===== src/rtl/axis_mon_pkg.sv =====
// Shared definitions for the AXI4-Stream protocol monitor: channel FSM
// state encoding, error bit positions and the saturating increment helper.
package axis_mon_pkg;

    typedef enum logic [0:0] {
        IDLE  = 1'b0,
        STALL = 1'b1
    } mon_state_e;

    localparam int ERR_VALID_DROP = 0;
    localparam int ERR_DATA_CHG   = 1;
    localparam int ERR_USER_CHG   = 2;
    localparam int ERR_TIMEOUT    = 3;

    // Increment val, holding at the all-ones value of a width-bit counter.
    // Callers cast the 64-bit result back to their counter width.
    function automatic logic [63:0] sat_inc(input logic [63:0] val, input int unsigned width);
        logic [63:0] max_val;
        max_val = (width >= 64) ? '1 : ((64'd1 << width) - 64'd1);
        return (val >= max_val) ? max_val : val + 64'd1;
    endfunction

endpackage


===== src/rtl/axis_protocol_monitor_if.sv =====
// Bundle of NUM_CH AXI4-Stream channels (valid/ready/data/user) as seen
// on the openHMC controller ports. The monitor modport is read-only.
interface axis_protocol_monitor_if #(
    parameter int NUM_CH        = 2,
    parameter int DWIDTH        = 512,
    parameter int NUM_USER_BITS = 64
);
    logic [NUM_CH-1:0]               ch_tvalid;
    logic [NUM_CH-1:0]               ch_tready;
    logic [NUM_CH*DWIDTH-1:0]        ch_tdata;
    logic [NUM_CH*NUM_USER_BITS-1:0] ch_tuser;

    modport master (output ch_tvalid, output ch_tdata, output ch_tuser, input ch_tready);
    modport slave  (input ch_tvalid, input ch_tdata, input ch_tuser, output ch_tready);
    modport monitor(input ch_tvalid, input ch_tready, input ch_tdata, input ch_tuser);
endinterface


===== src/rtl/axis_mon_channel.sv =====
// One monitored AXI4-Stream channel: IDLE/STALL FSM, stall timer, payload
// capture, sticky error bits and saturating transfer/error counters.
// Payload capture and compare exist only with AXIS_MON_PAYLOAD_CHECK_EN.
module axis_mon_channel
    import axis_mon_pkg::*;
#(
    parameter int DWIDTH        = 512,
    parameter int NUM_USER_BITS = 64,
    parameter int CNT_W         = 32,
    parameter int STALL_W       = 12
) (
    input  logic                     clk_hmc,
    input  logic                     res_n_hmc,
    input  logic                     enable,
    input  logic                     clear,
    input  logic [STALL_W-1:0]       stall_limit,
    input  logic                     tvalid,
    input  logic                     tready,
`ifdef AXIS_MON_PAYLOAD_CHECK_EN
    input  logic [DWIDTH-1:0]        tdata,
    input  logic [NUM_USER_BITS-1:0] tuser,
`endif
    output logic [3:0]               new_err,
    output logic [3:0]               err_sticky,
    output logic [CNT_W-1:0]         xfer_cnt,
    output logic [CNT_W-1:0]         err_cnt
);

    mon_state_e           state_reg, state_next;
    logic [STALL_W-1:0]   stall_cnt_reg, stall_cnt_next, cnt_cur;
    logic                 tmo_rep_reg, tmo_rep_next;
    logic                 stall_hit, xfer_inc;
    logic [3:0]           sticky_reg;
    logic [CNT_W-1:0]     xfer_cnt_reg, err_cnt_reg;

`ifdef AXIS_MON_PAYLOAD_CHECK_EN
    logic [DWIDTH-1:0]        cap_data_reg;
    logic [NUM_USER_BITS-1:0] cap_user_reg;
    logic                     data_rep_reg, data_rep_next;
    logic                     user_rep_reg, user_rep_next;
    logic                     cap_load;
`endif

    // cnt_cur is the 1-based index of the current stall cycle.
    assign cnt_cur   = (state_reg == IDLE) ? STALL_W'(1)
                                           : STALL_W'(sat_inc(64'(stall_cnt_reg), STALL_W));
    assign stall_hit = (stall_limit != '0) && (cnt_cur == stall_limit);

    // Next-state, error detection and transfer detection for this cycle.
    always_comb begin
        state_next     = state_reg;
        stall_cnt_next = stall_cnt_reg;
        tmo_rep_next   = tmo_rep_reg;
        new_err        = 4'b0000;
        xfer_inc       = 1'b0;
`ifdef AXIS_MON_PAYLOAD_CHECK_EN
        data_rep_next  = data_rep_reg;
        user_rep_next  = user_rep_reg;
        cap_load       = 1'b0;
`endif
        if (!enable) begin
            state_next     = IDLE;
            stall_cnt_next = '0;
        end else begin
            case (state_reg)
                IDLE: begin
                    if (tvalid && tready) begin
                        xfer_inc = 1'b1;
                    end else if (tvalid) begin
                        state_next             = STALL;
                        stall_cnt_next         = cnt_cur;
                        tmo_rep_next           = stall_hit;
                        new_err[ERR_TIMEOUT]   = stall_hit;
`ifdef AXIS_MON_PAYLOAD_CHECK_EN
                        cap_load      = 1'b1;
                        data_rep_next = 1'b0;
                        user_rep_next = 1'b0;
`endif
                    end
                end
                STALL: begin
                    if (!tvalid) begin
                        new_err[ERR_VALID_DROP] = 1'b1;
                        state_next              = IDLE;
                        stall_cnt_next          = '0;
                    end else begin
`ifdef AXIS_MON_PAYLOAD_CHECK_EN
                        if ((tdata != cap_data_reg) && !data_rep_reg) begin
                            new_err[ERR_DATA_CHG] = 1'b1;
                            data_rep_next         = 1'b1;
                        end
                        if ((tuser != cap_user_reg) && !user_rep_reg) begin
                            new_err[ERR_USER_CHG] = 1'b1;
                            user_rep_next         = 1'b1;
                        end
`endif
                        if (tready) begin
                            xfer_inc       = 1'b1;
                            state_next     = IDLE;
                            stall_cnt_next = '0;
                        end else begin
                            stall_cnt_next = cnt_cur;
                            if (stall_hit && !tmo_rep_reg) begin
                                new_err[ERR_TIMEOUT] = 1'b1;
                                tmo_rep_next         = 1'b1;
                            end
                        end
                    end
                end
                default: state_next = IDLE;
            endcase
        end
    end

    // State, stall timer, sticky bits and counters; clear beats any event.
    always_ff @(posedge clk_hmc) begin
        if (!res_n_hmc || clear) begin
            state_reg     <= IDLE;
            stall_cnt_reg <= '0;
            tmo_rep_reg   <= 1'b0;
            sticky_reg    <= 4'b0000;
            xfer_cnt_reg  <= '0;
            err_cnt_reg   <= '0;
        end else begin
            state_reg     <= state_next;
            stall_cnt_reg <= stall_cnt_next;
            tmo_rep_reg   <= tmo_rep_next;
            sticky_reg    <= sticky_reg | new_err;
            if (xfer_inc)
                xfer_cnt_reg <= CNT_W'(sat_inc(64'(xfer_cnt_reg), CNT_W));
            if (|new_err)
                err_cnt_reg <= CNT_W'(sat_inc(64'(err_cnt_reg), CNT_W));
        end
    end

`ifdef AXIS_MON_PAYLOAD_CHECK_EN
    // Payload snapshot taken on the first stalled cycle and held for the stall.
    always_ff @(posedge clk_hmc) begin
        if (!res_n_hmc || clear) begin
            cap_data_reg <= '0;
            cap_user_reg <= '0;
            data_rep_reg <= 1'b0;
            user_rep_reg <= 1'b0;
        end else begin
            data_rep_reg <= data_rep_next;
            user_rep_reg <= user_rep_next;
            if (cap_load) begin
                cap_data_reg <= tdata;
                cap_user_reg <= tuser;
            end
        end
    end
`endif

    assign err_sticky = sticky_reg;
    assign xfer_cnt   = xfer_cnt_reg;
    assign err_cnt    = err_cnt_reg;

endmodule


===== src/rtl/axis_protocol_monitor.sv =====
// Passive multi-channel AXI4-Stream protocol monitor. Instantiates one
// axis_mon_channel per channel and owns err_any plus first-error capture.
// Optional payload-stability checks: define AXIS_MON_PAYLOAD_CHECK_EN.
module axis_protocol_monitor
    import axis_mon_pkg::*;
#(
    parameter int NUM_CH        = 2,
    parameter int DWIDTH        = 512,
    parameter int NUM_USER_BITS = 64,
    parameter int CNT_W         = 32,
    parameter int STALL_W       = 12,
    localparam int FCH_W        = (NUM_CH > 1) ? $clog2(NUM_CH) : 1
) (
    input  logic                      clk_hmc,
    input  logic                      res_n_hmc,
    input  logic                      enable,
    input  logic                      clear,
    input  logic [STALL_W-1:0]        stall_limit,
    axis_protocol_monitor_if.monitor  bus,
    output logic [NUM_CH*4-1:0]       err_sticky,
    output logic                      err_any,
    output logic                      first_err_valid,
    output logic [FCH_W-1:0]          first_err_ch,
    output logic [3:0]                first_err_code,
    output logic [NUM_CH*CNT_W-1:0]   xfer_cnt,
    output logic [NUM_CH*CNT_W-1:0]   err_cnt
);

    logic [3:0]       ch_new_err [NUM_CH];
    logic             cap_hit;
    logic [FCH_W-1:0] cap_ch;
    logic [3:0]       cap_code;
    logic             fe_valid_reg;
    logic [FCH_W-1:0] fe_ch_reg;
    logic [3:0]       fe_code_reg;

    generate
        for (genvar gi = 0; gi < NUM_CH; gi++) begin : g_ch
            axis_mon_channel #(
                .DWIDTH        (DWIDTH),
                .NUM_USER_BITS (NUM_USER_BITS),
                .CNT_W         (CNT_W),
                .STALL_W       (STALL_W)
            ) u_ch (
                .clk_hmc     (clk_hmc),
                .res_n_hmc   (res_n_hmc),
                .enable      (enable),
                .clear       (clear),
                .stall_limit (stall_limit),
                .tvalid      (bus.ch_tvalid[gi]),
                .tready      (bus.ch_tready[gi]),
`ifdef AXIS_MON_PAYLOAD_CHECK_EN
                .tdata       (bus.ch_tdata[gi*DWIDTH +: DWIDTH]),
                .tuser       (bus.ch_tuser[gi*NUM_USER_BITS +: NUM_USER_BITS]),
`endif
                .new_err     (ch_new_err[gi]),
                .err_sticky  (err_sticky[gi*4 +: 4]),
                .xfer_cnt    (xfer_cnt[gi*CNT_W +: CNT_W]),
                .err_cnt     (err_cnt[gi*CNT_W +: CNT_W])
            );
        end
    endgenerate

    // Lowest-indexed channel with a new error this cycle wins the capture.
    always_comb begin
        cap_hit  = 1'b0;
        cap_ch   = '0;
        cap_code = 4'b0000;
        for (int i = NUM_CH - 1; i >= 0; i--) begin
            if (|ch_new_err[i]) begin
                cap_hit  = 1'b1;
                cap_ch   = FCH_W'(i);
                cap_code = ch_new_err[i];
            end
        end
    end

    // First-error capture register, frozen once valid until clear/reset.
    always_ff @(posedge clk_hmc) begin
        if (!res_n_hmc || clear) begin
            fe_valid_reg <= 1'b0;
            fe_ch_reg    <= '0;
            fe_code_reg  <= 4'b0000;
        end else if (!fe_valid_reg && cap_hit) begin
            fe_valid_reg <= 1'b1;
            fe_ch_reg    <= cap_ch;
            fe_code_reg  <= cap_code;
        end
    end

    assign err_any         = |err_sticky;
    assign first_err_valid = fe_valid_reg;
    assign first_err_ch    = fe_ch_reg;
    assign first_err_code  = fe_code_reg;

endmodule


===== src/flat_wrapper.sv =====
// flat-port wrapper written by rule: the top's interface ports become plain ports
module axis_protocol_monitor_flat import axis_mon_pkg::*;
#(
    parameter int NUM_CH        = 2,
    parameter int DWIDTH        = 512,
    parameter int NUM_USER_BITS = 64,
    parameter int CNT_W         = 32,
    parameter int STALL_W       = 12,
    localparam int FCH_W        = (NUM_CH > 1) ? $clog2(NUM_CH) : 1
)
  (clk_hmc, res_n_hmc, enable, clear, stall_limit, err_sticky, err_any, first_err_valid, first_err_ch, first_err_code, xfer_cnt, err_cnt, bus_ch_tvalid, bus_ch_tready, bus_ch_tdata, bus_ch_tuser);
  axis_protocol_monitor_if #(.NUM_CH(NUM_CH), .DWIDTH(DWIDTH), .NUM_USER_BITS(NUM_USER_BITS)) bus_i ();
  input  logic clk_hmc;
  input  logic res_n_hmc;
  input  logic enable;
  input  logic clear;
  input  logic [STALL_W-1:0] stall_limit;
  output logic [NUM_CH*4-1:0] err_sticky;
  output logic err_any;
  output logic first_err_valid;
  output logic [FCH_W-1:0] first_err_ch;
  output logic [3:0] first_err_code;
  output logic [NUM_CH*CNT_W-1:0] xfer_cnt;
  output logic [NUM_CH*CNT_W-1:0] err_cnt;
  input wire logic [$bits(bus_i.ch_tvalid)-1:0] bus_ch_tvalid;
  input wire logic [$bits(bus_i.ch_tready)-1:0] bus_ch_tready;
  input wire logic [$bits(bus_i.ch_tdata)-1:0] bus_ch_tdata;
  input wire logic [$bits(bus_i.ch_tuser)-1:0] bus_ch_tuser;
  assign bus_i.ch_tvalid = bus_ch_tvalid;
  assign bus_i.ch_tready = bus_ch_tready;
  assign bus_i.ch_tdata = bus_ch_tdata;
  assign bus_i.ch_tuser = bus_ch_tuser;
  axis_protocol_monitor #(.NUM_CH(NUM_CH), .DWIDTH(DWIDTH), .NUM_USER_BITS(NUM_USER_BITS), .CNT_W(CNT_W), .STALL_W(STALL_W)) u_core (.clk_hmc(clk_hmc), .res_n_hmc(res_n_hmc), .enable(enable), .clear(clear), .stall_limit(stall_limit), .bus(bus_i), .err_sticky(err_sticky), .err_any(err_any), .first_err_valid(first_err_valid), .first_err_ch(first_err_ch), .first_err_code(first_err_code), .xfer_cnt(xfer_cnt), .err_cnt(err_cnt));
endmodule

===== config.mk =====
export PLATFORM = sky130hd
export DESIGN_NAME = axis_protocol_monitor_flat
export DESIGN_NICKNAME = d
export VERILOG_FILES = /design/src/rtl/axis_mon_pkg.sv /design/src/rtl/axis_protocol_monitor_if.sv /design/src/rtl/axis_mon_channel.sv /design/src/rtl/axis_protocol_monitor.sv /design/src/flat_wrapper.sv
export SDC_FILE = /design/constraint.sdc
export NUM_CORES = 1
export LEC_CHECK = 0
export CELL_PAD_IN_SITES_DETAIL_PLACEMENT = 1
export CELL_PAD_IN_SITES_GLOBAL_PLACEMENT = 1
export CORE_AREA = 2 2 508 510
export CTS_BUF_LIST = sky130_fd_sc_hd__clkbuf_16
export CTS_CLUSTER_DIAMETER = 80
export CTS_CLUSTER_SIZE = 40
export DETAILED_ROUTE_END_ITERATION = 7
export DIE_AREA = 0 0 510 512
export HOLD_SLACK_MARGIN = 0.08
export PLACE_DENSITY_LB_ADDON = 0.1
export SETUP_SLACK_MARGIN = 0.1
export SLEW_MARGIN = 20
export SYNTH_ARGS = -nofsm -noshare
export SYNTH_HDL_FRONTEND = slang
export SYNTH_SLANG_ARGS = --single-unit

===== constraint.sdc =====
create_clock -name clk_hmc -period 8.5 [get_ports clk_hmc]
set_input_delay 2.55 -clock clk_hmc [delete_from_list [all_inputs] [get_ports clk_hmc]]
set_output_delay 2.55 -clock clk_hmc [all_outputs]
set_load 0.1 [all_outputs]

==> flow_metrics.py <==
metrics = {
    "run_status": {
        "outcome": "completed",
    },
    "floorplan": {
        "io_pins": 1315,
        "coreArea_sq_um": 256000,
        "rows": 186,
        "die_w_microns": 510,
        "initial_core_util_pct": 3.63,
        "die_h_microns": 512,
        "dieArea_sq_um": 261000,
    },
    "synthesis": {
        "synthesis.area_sq_um": 9280,
        "ys_seq_area_share_pct": 35.4,
        "synth_cell_types": 80,
        "ys_seq_elements": 164,
        "synthArstFlopShare_pct": 0,
        "synthCells": 1161,
        "syn-mean-instance-area_sq_um": 7.99,
        "synth_ff_type": "dfxtp_1",
        "synth_edf_count": 0,
        "synth_warnings": 0,
    },
    "grt": {
        "grt-ovfl-total": 0,
        "antenna_found_initial": 5,
        "grt_usage_pct": 4.42,
        "grt_max_degree": 108,
        "grt_pass1_vias": 10200,
        "grt_pass1_wl_microns": 81700,
    },
    "pwr": {
        "vdd_ir_drop_max_uv": 174,
        "switching_share_pct": 30.1,
        "total_leakage_power_nw": 3.70,
        "combPwrFrac_pct": 5.0,
        "power.share.sequential_pct": 43.7,
        "power_switching_mw": 0.530,
        "internal_power_mw": 1.23,
        "power_density_nw_per_um2": 114,
        "p_clk_share_pct": 51.3,
    },
    "critical_path": {
        "critical_path_class": "in -> reg",
        "worst_ep_arrival_time_ps": 6550,
        "startpoint": "stall_limit[10]",
        "timing.rr.end": "u_core.g_ch[1].u_ch.err_cnt[22]",
        "r2r_start": "u_core.g_ch[1].u_ch.stall_cnt_reg[0]",
        "cp-end-kind": "register",
        "worstSetupStartpointType": "input port",
        "rr_worst_depth": 10,
        "crit_fanout": 27,
        "cp.required_ps": 8900,
        "ff2ff_setup_slack_ps": 3870,
    },
    "hold_path": {
        "min_to": "u_core.g_ch[1].u_ch.err_sticky[0]",
        "min_path_type": "reg -> reg",
        "hp-start": "u_core.g_ch[1].u_ch.err_sticky[0]",
        "holdPathStages": 2,
    },
    "clock_tree": {
        "cts_resized": 0,
        "clk_pin_slew_ps": 90,
        "cts.sinks": 164,
        "cts_setup_buffers": 0,
        "clk_root_buffer_cell": "clkbuf_16",
        "clk_latency_ps": 550,
        "clockBufferDepth": 2,
        "tritoncts": "yes",
        "cts_made_buffers": 17,
        "h-tree-depth": 4,
        "ctsHoldBuffers": 0,
    },
    "sta": {
        "rsz0062_at_grt": "no",
        "period_share_pct": 72.3,
        "clock.fmax_mhz": 163,
        "setup_viol": 0,
        "setup_tns_ps": 0,
        "worst_slew_pin_slew_ps": 1170,
        "min_period_ps": 6150,
        "relSlewSlack_pct": 21.8,
        "maxSlewViolCount": 0,
        "worst_slack_ps": 2350,
        "report.final.hold_viol_count": 0,
        "fin_skew_ps": 23.5,
    },
    "cells_and_area": {
        "final_util_pct": 6.07,
        "drive_gt1_share_pct": 6.79,
        "syn_to_final_growth_pct": 67.2,
        "register_area_sq_um": 3280,
        "nNetsFinal": 2461,
        "n_antenna_cell": 0,
        "multiInputGateArea_sq_um": 5550,
        "n_fill_cell": 30300,
    },
    "detailed_routing": {
        "drc": 0,
        "wl_per_cell_microns": 12.2,
        "via_per_inst": 2.00,
        "first_pass_iters": 6,
        "drt-initial-drc-count": 346,
        "ant_nets": 0,
        "wl_microns": 56900,
        "via_count": 9361,
    },
    "placed_design": {
        "dp_slack_ps": 1520,
        "place_congestion": 0.658,
        "io_buffers": 156,
        "place_hpwl_microns": 43100,
    },
    "job": {
        "maxCapViolations": 0,
    },
}
cells in the mapped netlist, types with 18 or more instances:
| cell | instances | area (sq um) |
|---|---|---|
| dfxtp_1 | 164 | 3280 |
| o21ai_0 | 67 | 335 |
| xor2_1 | 31 | 272 |
| nand2_1 | 94 | 353 |
| clkbuf_1 | 41 | 154 |
| xnor2_1 | 72 | 631 |
| nand3_1 | 69 | 345 |
| a211oi_1 | 19 | 143 |
| a21oi_1 | 126 | 631 |
| and3_1 | 39 | 244 |
| inv_1 | 35 | 131 |
| buf_2 | 23 | 115 |
| nor3_1 | 31 | 155 |
| nand4_1 | 37 | 231 |
| nor2_1 | 74 | 278 |
| a31oi_1 | 20 | 125 |
| o21ai_1 | 18 | 90.1 |
routing by layer:
metal	vias to the layer above	track usage [%]	part of all wire [%]
li1	4471	-	-
met1	4719	5.71	48
met2	140	7.08	47
met3	31	1.25	3.8
met4	0	1.30	1.8
met5	-	0	0
worst max-delay path: stages:
cell and delay, ps:
clkdlybuf4s50_1 690, or3_1 440, a222oi_1 340, o311a_1 240, nand4_1 70, nor4_1 620
o2111ai_4 410, buf_4 400, a2111oi_1 500, xnor2_1 170, o21ai_1 70
kinds of logic (layout without fill, tap and decap cells):
group | after synthesis | after routing | share of synthesized area, %
compound gates | 325 | 325 | 22.7
simple gates | 433 | 433 | 24.6
xor+xnor | 103 | 103 | 9.72
other cells | 1 | 6 | 0.0404
flops | 164 | 164 | 35.4
mux | 12 | 12 | 1.32
fa+ha+maj | 6 | 6 | 0.809
buf+inv | 117 | 247 | 5.42
worst max path at each step:
stage	endpoint	slack [ps]	cells past startpoint
6_report	u_core.g_ch[1].u_ch.err_cnt[22]	2350	11
3_5_place_dp	u_core.g_ch[1].u_ch.err_cnt[22]	1520	11
4_1_cts	u_core.g_ch[1].u_ch.err_cnt[22]	2140	11
5_1_grt	u_core.g_ch[1].u_ch.err_cnt[14]	2020	12
2_1_floorplan	u_core.g_ch[0].u_ch.err_cnt[16]	3540	11
3_3_place_gp	u_core.g_ch[0].u_ch.xfer_cnt[6]	1490	8
cells in the final DEF, fill, tap and decap left out, drive strengths merged, types with 8 or more instances in the layout:
cell type / synthesis / routed
a21oi: 126 / 126
a31oi: 20 / 20
mux2i: 10 / 10
a2111oi: 18 / 18
clkdlybuf4s50: 0 / 152
and2: 12 / 12
clkbuf: 42 / 17
nand3: 71 / 71
nor3b: 8 / 8
xor2: 31 / 31
nor3: 33 / 33
nand4: 40 / 40
nor2: 74 / 74
inv: 35 / 41
nor4: 13 / 13
and3: 39 / 39
and4: 12 / 12
a211oi: 19 / 19
nand2: 94 / 94
o21ai: 85 / 85
xnor2: 72 / 72
dfxtp: 164 / 164
buf: 39 / 27
stage by stage:
stage / hold slack, ps / total power [mW] / cells / area, sq um
6_report: 490 / 1.76 / 4680 / 15500
2_1_floorplan: 454 / 0.835 / 1166 / 9300
3_3_place_gp: 484 / 0.881 / 4648 / 14900
5_1_grt: 530 / 1.88 / 4680 / 15500
4_1_cts: 493 / 1.86 / 4680 / 15500
3_5_place_dp: 478 / 0.881 / 4648 / 14900
cell type report:
type | instances | area share (%)
inverter | 36 | 0.871
clock inverter | 15 | 1.09
multi-input combinational | 885 | 35.7
sequential | 164 | 21.2
tap | 3384 | 27.3
timing repair buffer | 179 | 11.1
clock buffer | 17 | 2.74
power by group through the flow:
| stage | logic [mW] | clock network, mW | registers (mW) |
|---|---|---|---|
| floorplan | 0.0450 | 0 | 0.790 |
| global placement | 0.0929 | 0 | 0.788 |
| detailed placement | 0.0922 | 0 | 0.788 |
| CTS | 0.0922 | 0.996 | 0.770 |
| global route | 0.0958 | 1.01 | 0.771 |
| finish | 0.0875 | 0.904 | 0.770 |
Power figures use the tool's default switching activity.
==> variant 1: new RTL, same flow settings <==
`STALL_W` is set to 12 in 3 places; all go to 6.
--- a/src/rtl/axis_mon_channel.sv
+++ b/src/rtl/axis_mon_channel.sv
@@ -9,3 +9,3 @@
     parameter int CNT_W         = 32,
-    parameter int STALL_W       = 12
+    parameter int STALL_W       = 6
 ) (
--- a/src/rtl/axis_protocol_monitor.sv
+++ b/src/rtl/axis_protocol_monitor.sv
@@ -10,3 +10,3 @@
     parameter int CNT_W         = 32,
-    parameter int STALL_W       = 12,
+    parameter int STALL_W       = 6,
     localparam int FCH_W        = (NUM_CH > 1) ? $clog2(NUM_CH) : 1
--- a/src/flat_wrapper.sv
+++ b/src/flat_wrapper.sv
@@ -7,3 +7,3 @@
     parameter int CNT_W         = 32,
-    parameter int STALL_W       = 12,
+    parameter int STALL_W       = 6,
     localparam int FCH_W        = (NUM_CH > 1) ? $clog2(NUM_CH) : 1
Interface: changed (resized stall_limit); port bits go from 1315 to 1309. The function was not compared with the original's and may differ.
==> variant 1 against the original RTL <==
  * Clock skew fell by 0.00053 ns
  * Fmax decreased by 0.32%
  * Die area unchanged
  * Final cell count is 4.2% lower
  * Routed wire length fell by 14%
  * Count of clock-buffer cells in the layout unchanged
  * Worst setup slack got worse by 0.020 ns
  * Global-route usage is 0.64 points lower
  * Area after synthesis decreased by 14%
  * Power decreased by 7.6%
  * Sequential cell count decreased by 12
  * Cell area down 9.1%
  * Sequential share of layout area increased by 0.41 points
  * Critical endpoint is now u_core.g_ch[1].u_ch.xfer_cnt[25]
  * Largest cell class unchanged
  * Highest routed layer unchanged
==> variant 1: results (changes against the original RTL) <==
| Metric | Value |
|---|---|
| Outcome | `finished clean` |
| Starting DRC count in detailed routing | `329 (-4.9%)` |
| Vias in the first global route | `8502 (-16%)` |
| H-tree depth | `4 (unchanged)` |
| Clock skew | `0.0230 ns (-0.000534 ns)` |
| Compound-Gate Fraction of Synth Area | `19.6% (-3.1 points)` |
| Via count | `7838 (-16%)` |
| DP HPWL | `36700 um (-15%)` |
| Initial antenna violation count | `9 (+4)` |
| Dpl ws | `1.52 ns (+0.00345 ns)` |
| R2r endpoint | `u_core.g_ch[0].u_ch.err_cnt[8]` |
| Placed instance count | `4448 (-4.3%)` |
| Setup crit end | `u_core.g_ch[1].u_ch.xfer_cnt[25]` |
| WP data arrival | `6.59 ns (+0.04 ns)` |
| Post-Synth Adder-Cell Area | `0.938% (+0.13 points)` |
| Top delay family on crit path | `simple AND/OR/NAND/NOR gates` |
| Leakage | `3.21 nW (-13%)` |
| Largest net degree at the start of global routing | `49 (-55%)` |
| PortBufs | `150 (-3.8%)` |
| Synth top area cells | `dfxtp_1 38%, a21oi_1 9.0%, xnor2_1 5.8%` |
| Post-synthesis mux area share | `2.09% (+0.77 points)` |
| Worst vdd ir | `0.000163 V (-6.2%)` |
| Clock latency on the worst-skew pair | `0.52 ns (-0.03 ns)` |
| Non-Filler Instances | `4485 (-4.2%)` |
| Main flop type after synthesis | `dfxtp_1` |
| Synth cell count leaders | `152 x dfxtp_1, 144 x a21oi_1, 68 x nor2_1, 64 x nand2_1, 54 x nand3_1` |
| Crit-path max cell delay | `0.69 ns (about the same)` |
| Async set or reset register ratio after synthesis | `0% (unchanged)` |
| Post_cts resized | `0 (unchanged)` |
| Max clock buf depth | `2 (unchanged)` |
| R2r setup slk | `4.48 ns (+0.61 ns)` |
| Placed Instance Area | `13500 um^2 (-9.4%)` |
| Sequential element share of the synthesized area | `38.0% (+2.6 points)` |
| Postcts setup bufs | `0 (unchanged)` |
| Worst Hold Class | `reg2reg` |
| CTS clk-pin slew, worst paths | `0.08 ns` |
| CP Max Fanout | `28 (+3.7%)` |
| CP startpoint | `enable` |
| Relative slew slack | `23.0% (+1.2 points)` |
| Total GRT Usage | `3.78% (-0.64 points)` |
| Synth Area in XOR/XNOR | `10.1% (+0.35 points)` |
| FF-to-FF path depth | `10 (unchanged)` |
| Routed len/inst | `10.8 um (-11%)` |
| Ys Warns | `0 (unchanged)` |
| Critical R2R Launch | `u_core.g_ch[0].u_ch.stall_cnt_reg[0]` |
| First-pass GRT wire length | `69300 um (-15%)` |
| Pre-antenna DRT Iters | `4 (-2)` |
| Layout cell share with drive strength beyond 1 | `7.49% (+0.70 points)` |
| TritonCTS Buffers | `17 (unchanged)` |
| CP max stage cell | `clkdlybuf4s50_1` |
| Setup ws final | `2.33 ns (-0.0200 ns)` |
| GP Congestion | `0.628 (-4.5%)` |
| Internal Power | `1.14 mW (-7.8%)` |
| Nets | `2255 (-8.4%)` |
| Mean Syn Cell Area | `8.35 um^2 (+4.5%)` |
| Synth cell types | `69 (-14%)` |
==> variant 1: cell types whose count changed after synthesis, moves of 7 or more <==
cell     change
inv_1       -19
xor2_1       +8
buf_1        -7
buf_2       -12
and3_1      -14
nand2_1     -30
o21ai_1     -18
xnor2_1     -19
nor2b_1      +7
dfxtp_1     -12
nand3_1     -15
a21oi_1     +18
o21ai_0     -41
==> variant 1: power groups by stage <==
stage | Combinational, mW | Sequential, mW | Clock, mW
global route | 0.0741 | 0.714 | 0.938
finish | 0.0674 | 0.714 | 0.847
floorplan | 0.0401 | 0.733 | 0
global placement | 0.0711 | 0.731 | 0
detailed placement | 0.0708 | 0.731 | 0
CTS | 0.0709 | 0.714 | 0.927
==> variant 1: worst min-delay path by stage <==
stage / from / endpoint / slack (ns) / cells after the start
2_1_floorplan: u_core.g_ch[0].u_ch.tmo_rep_reg / u_core.g_ch[0].u_ch.tmo_rep_reg / 0.45 / 2
3_3_place_gp: u_core.g_ch[1].u_ch.err_sticky[3] / u_core.g_ch[1].u_ch.err_sticky[3] / 0.46 / 2
3_5_place_dp: u_core.g_ch[1].u_ch.err_sticky[0] / u_core.g_ch[1].u_ch.err_sticky[0] / 0.46 / 2
4_1_cts: u_core.g_ch[1].u_ch.err_sticky[0] / u_core.g_ch[1].u_ch.err_sticky[0] / 0.48 / 2
5_1_grt: u_core.g_ch[1].u_ch.err_sticky[3] / u_core.g_ch[1].u_ch.err_sticky[3] / 0.51 / 2
6_report: u_core.g_ch[1].u_ch.err_sticky[0] / u_core.g_ch[1].u_ch.err_sticky[0] / 0.47 / 2
==> variant 1: area by class of cell <==
cell class	count	area [um^2]
multi-input combinational	735	4630
clock buffer	17	425
tap	3384	4230
inverter	16	60.1
fill	30300	242000
sequential	152	3040
timing repair buffer	161	1560
clock inverter	14	140
antenna	6	15.0
==> variant 1: routing by layer <==
| layer | part of all wire, % | wire length, um | track usage (%) | vias to the layer above |
|---|---|---|---|---|
| li1 | - | - | - | 3743 |
| met1 | 47 | 22900 | 4.85 | 3951 |
| met2 | 46 | 22600 | 5.92 | 119 |
| met3 | 4.6 | 2230 | 1.20 | 25 |
| met4 | 1.8 | 889 | 1.29 | 0 |
| met5 | 0 | 0 | 0 | - |
==> variant 1: per-stage QoR <==
step | util [%] | hold slack (ns)
after global routing | 5.51 | 0.508
after global placement | 5.29 | 0.461
final | 5.52 | 0.471
after detailed placement | 5.29 | 0.465
after CTS | 5.51 | 0.478
after floorplan | - | 0.451
==> variant 1: kinds of logic after synthesis <==
group / count (synthesis)
XOR/XNOR: 92
other: 1
AND/OR/NAND/NOR: 368
buffers and inverters: 76
adder cells (fa/ha/maj): 6
multiplexers: 16
flip-flops: 152
AO/OA/AOI/OAI: 247
==> variant 2: new RTL, same flow settings <==
Made on the original files. Register the output `xfer_cnt`; this adds one clock of latency there. The other outputs are not delayed to match.
--- a/src/rtl/axis_protocol_monitor.sv
+++ b/src/rtl/axis_protocol_monitor.sv
@@ -27,2 +27,4 @@
 );
+
+    logic [NUM_CH*CNT_W-1:0] xfer_cnt_d;
 
@@ -57,3 +59,3 @@
                 .err_sticky  (err_sticky[gi*4 +: 4]),
-                .xfer_cnt    (xfer_cnt[gi*CNT_W +: CNT_W]),
+                .xfer_cnt    (xfer_cnt_d[gi*CNT_W +: CNT_W]),
                 .err_cnt     (err_cnt[gi*CNT_W +: CNT_W])
@@ -95,2 +97,6 @@
 
+    always_ff @(posedge clk_hmc) begin
+        xfer_cnt <= xfer_cnt_d;
+    end
+
 endmodule
Function: changed (a bounded check fails within 4 cycles, from zero or initial values).
==> variant 2 against the original RTL <==
  * Sequential cell count up 64
  * Combinational power fell by 7.0%
  * Area after synthesis grew 10%
  * Routed wire length is 9.7% higher
  * Count of clock-buffer cells in the layout increased by 20
  * Worst setup slack lost 0.092 ns
  * Cell area up 9.7%
  * Power increased by 60%
  * Synthesized cell count rose by 4.5%
  * Non-clock buffer count fell by 12
  * Final cell count is 1.7% higher
  * Via count up 5.3%
  * Register-to-register slack worse by 0.70 ns
  * Clock skew up 0.025 ns
  * Critical path type unchanged
  * Critical endpoint is now u_core.g_ch[0].u_ch.err_cnt[29]
==> variant 2: results (changes against the original RTL) <==
| Metric | Value |
|---|---|
| Outcome | `finished clean` |
| Total GRT Usage | `4.74% (+0.31 points)` |
| Post-synthesis mux area share | `0.881% (-0.44 points)` |
| CTS clk-pin slew, worst paths | `0.06 ns (-0.03 ns)` |
| Part of the power in registers | `38.0% (-5.7 points)` |
| Synth Area in XOR/XNOR | `7.02% (-2.7 points)` |
| Placed Instance Area | `15700 um^2 (+5.4%)` |
| P_seq | `1.07 mW (+39%)` |
| Leakage | `4.43 nW (+20%)` |
| Clock skew | `0.0483 ns (+0.0248 ns)` |
| Switching Fraction | `26.3% (-3.8 points)` |
| Compound-Gate Fraction of Synth Area | `19.3% (-3.4 points)` |
| Nets | `2522 (+2.5%)` |
| Clock latency on the worst-skew pair | `0.61 ns (+0.06 ns)` |
| Vias per inst | `2.07 (+3.5%)` |
| Fillers | `30200 (-0.40%)` |
| Routed len/inst | `13.1 um (+7.9%)` |
| Vias in the first global route | `10400 (+2.2%)` |
| CP max stage cell | `a311oi_2` |
| WP data arrival | `6.69 ns (+0.14 ns)` |
| Synth cell count leaders | `228 x dfxtp_1, 136 x a21oi_1, 104 x nor2_1, 98 x nand2_1` |
| Relative slew slack | `22.3% (+0.55 points)` |
| GP Congestion | `0.645 (-2.0%)` |
| Largest net degree at the start of global routing | `51 (-53%)` |
| Initial antenna violation count | `1 (-4)` |
| Max clock buf depth | `3 (+1)` |
| Layout cell share with drive strength beyond 1 | `7.87% (+1.1 points)` |
| First-pass GRT wire length | `88500 um (+8.4%)` |
| TritonCTS Buffers | `37 (+20)` |
| Syn Inst Count | `1213 (+4.5%)` |
| Pre-antenna DRT Iters | `4 (-2)` |
| Synth top area cells | `dfxtp_1 45%, a21oi_1 6.7%, xnor2_1 4.0%` |
| Synth cell types | `70 (-13%)` |
| Worst vdd ir | `0.000112 V (-35%)` |
| Starting DRC count in detailed routing | `370 (+6.9%)` |
| Comb pwr share | `2.9% (-2.1 points)` |
| Placed instance count | `4689 (+0.88%)` |
-- variant 2: changes by cell type in the layout (fill, tap and decap cells not counted), moves of 14 or more --
| cell | unedited run | this run |
|---|---|---|
| dfxtp_1 | 164 | 228 |
| nor2_1 | 74 | 103 |
| xnor2_1 | 72 | 47 |
| clkdlybuf4s50_1 | 152 | 130 |
| clkbuf_16 | 17 | 37 |
| nand3_1 | 69 | 50 |
| o21ai_1 | 18 | 0 |
| a31oi_1 | 20 | 36 |
| buf_4 | 22 | 36 |
-- variant 2: path summary, 6_finish.rpt --
| check | to | slack, ns | cells after the start | from |
|---|---|---|---|---|
| max | u_core.g_ch[0].u_ch.err_cnt[29] | 2.26 | 10 | stall_limit[2] |
| min | u_core.xfer_cnt[59] | 0.38 | 0 | u_core.g_ch[1].u_ch.xfer_cnt[27] |
| max reg2reg | u_core.g_ch[0].u_ch.err_cnt[29] | 3.17 | 11 | u_core.g_ch[0].u_ch.stall_cnt_reg[0] |
| min reg2reg | u_core.xfer_cnt[59] | 0.38 | 0 | u_core.g_ch[1].u_ch.xfer_cnt[27] |
-- variant 2: layer usage --
metal  GRT usage (%)  share of wire, %  routed length [um]
met1            6.26                47               29600
met5               0                 0                   0
met3           0.730               2.7                1680
met2            7.89                48               29800
met4            1.37               2.2                1350
-- variant 2: cell type report --
cell class                 instances  area [um^2]  area share [%]
clock buffer                      37          926            5.44
sequential                       228         4560            26.8
antenna                            1         2.50          0.0147
multi-input combinational        885         5260            30.9
clock inverter                    31          364            2.14
tap                             3384         4230            24.9
inverter                          25         93.8           0.551
timing repair buffer             167         1580            9.26
-- variant 2: critical path: cells and delay by family --
family / cells / cell delay, ns
buf+inv: 2 / 1.06
simple gates: 5 / 1.98
compound gates: 3 / 1.07
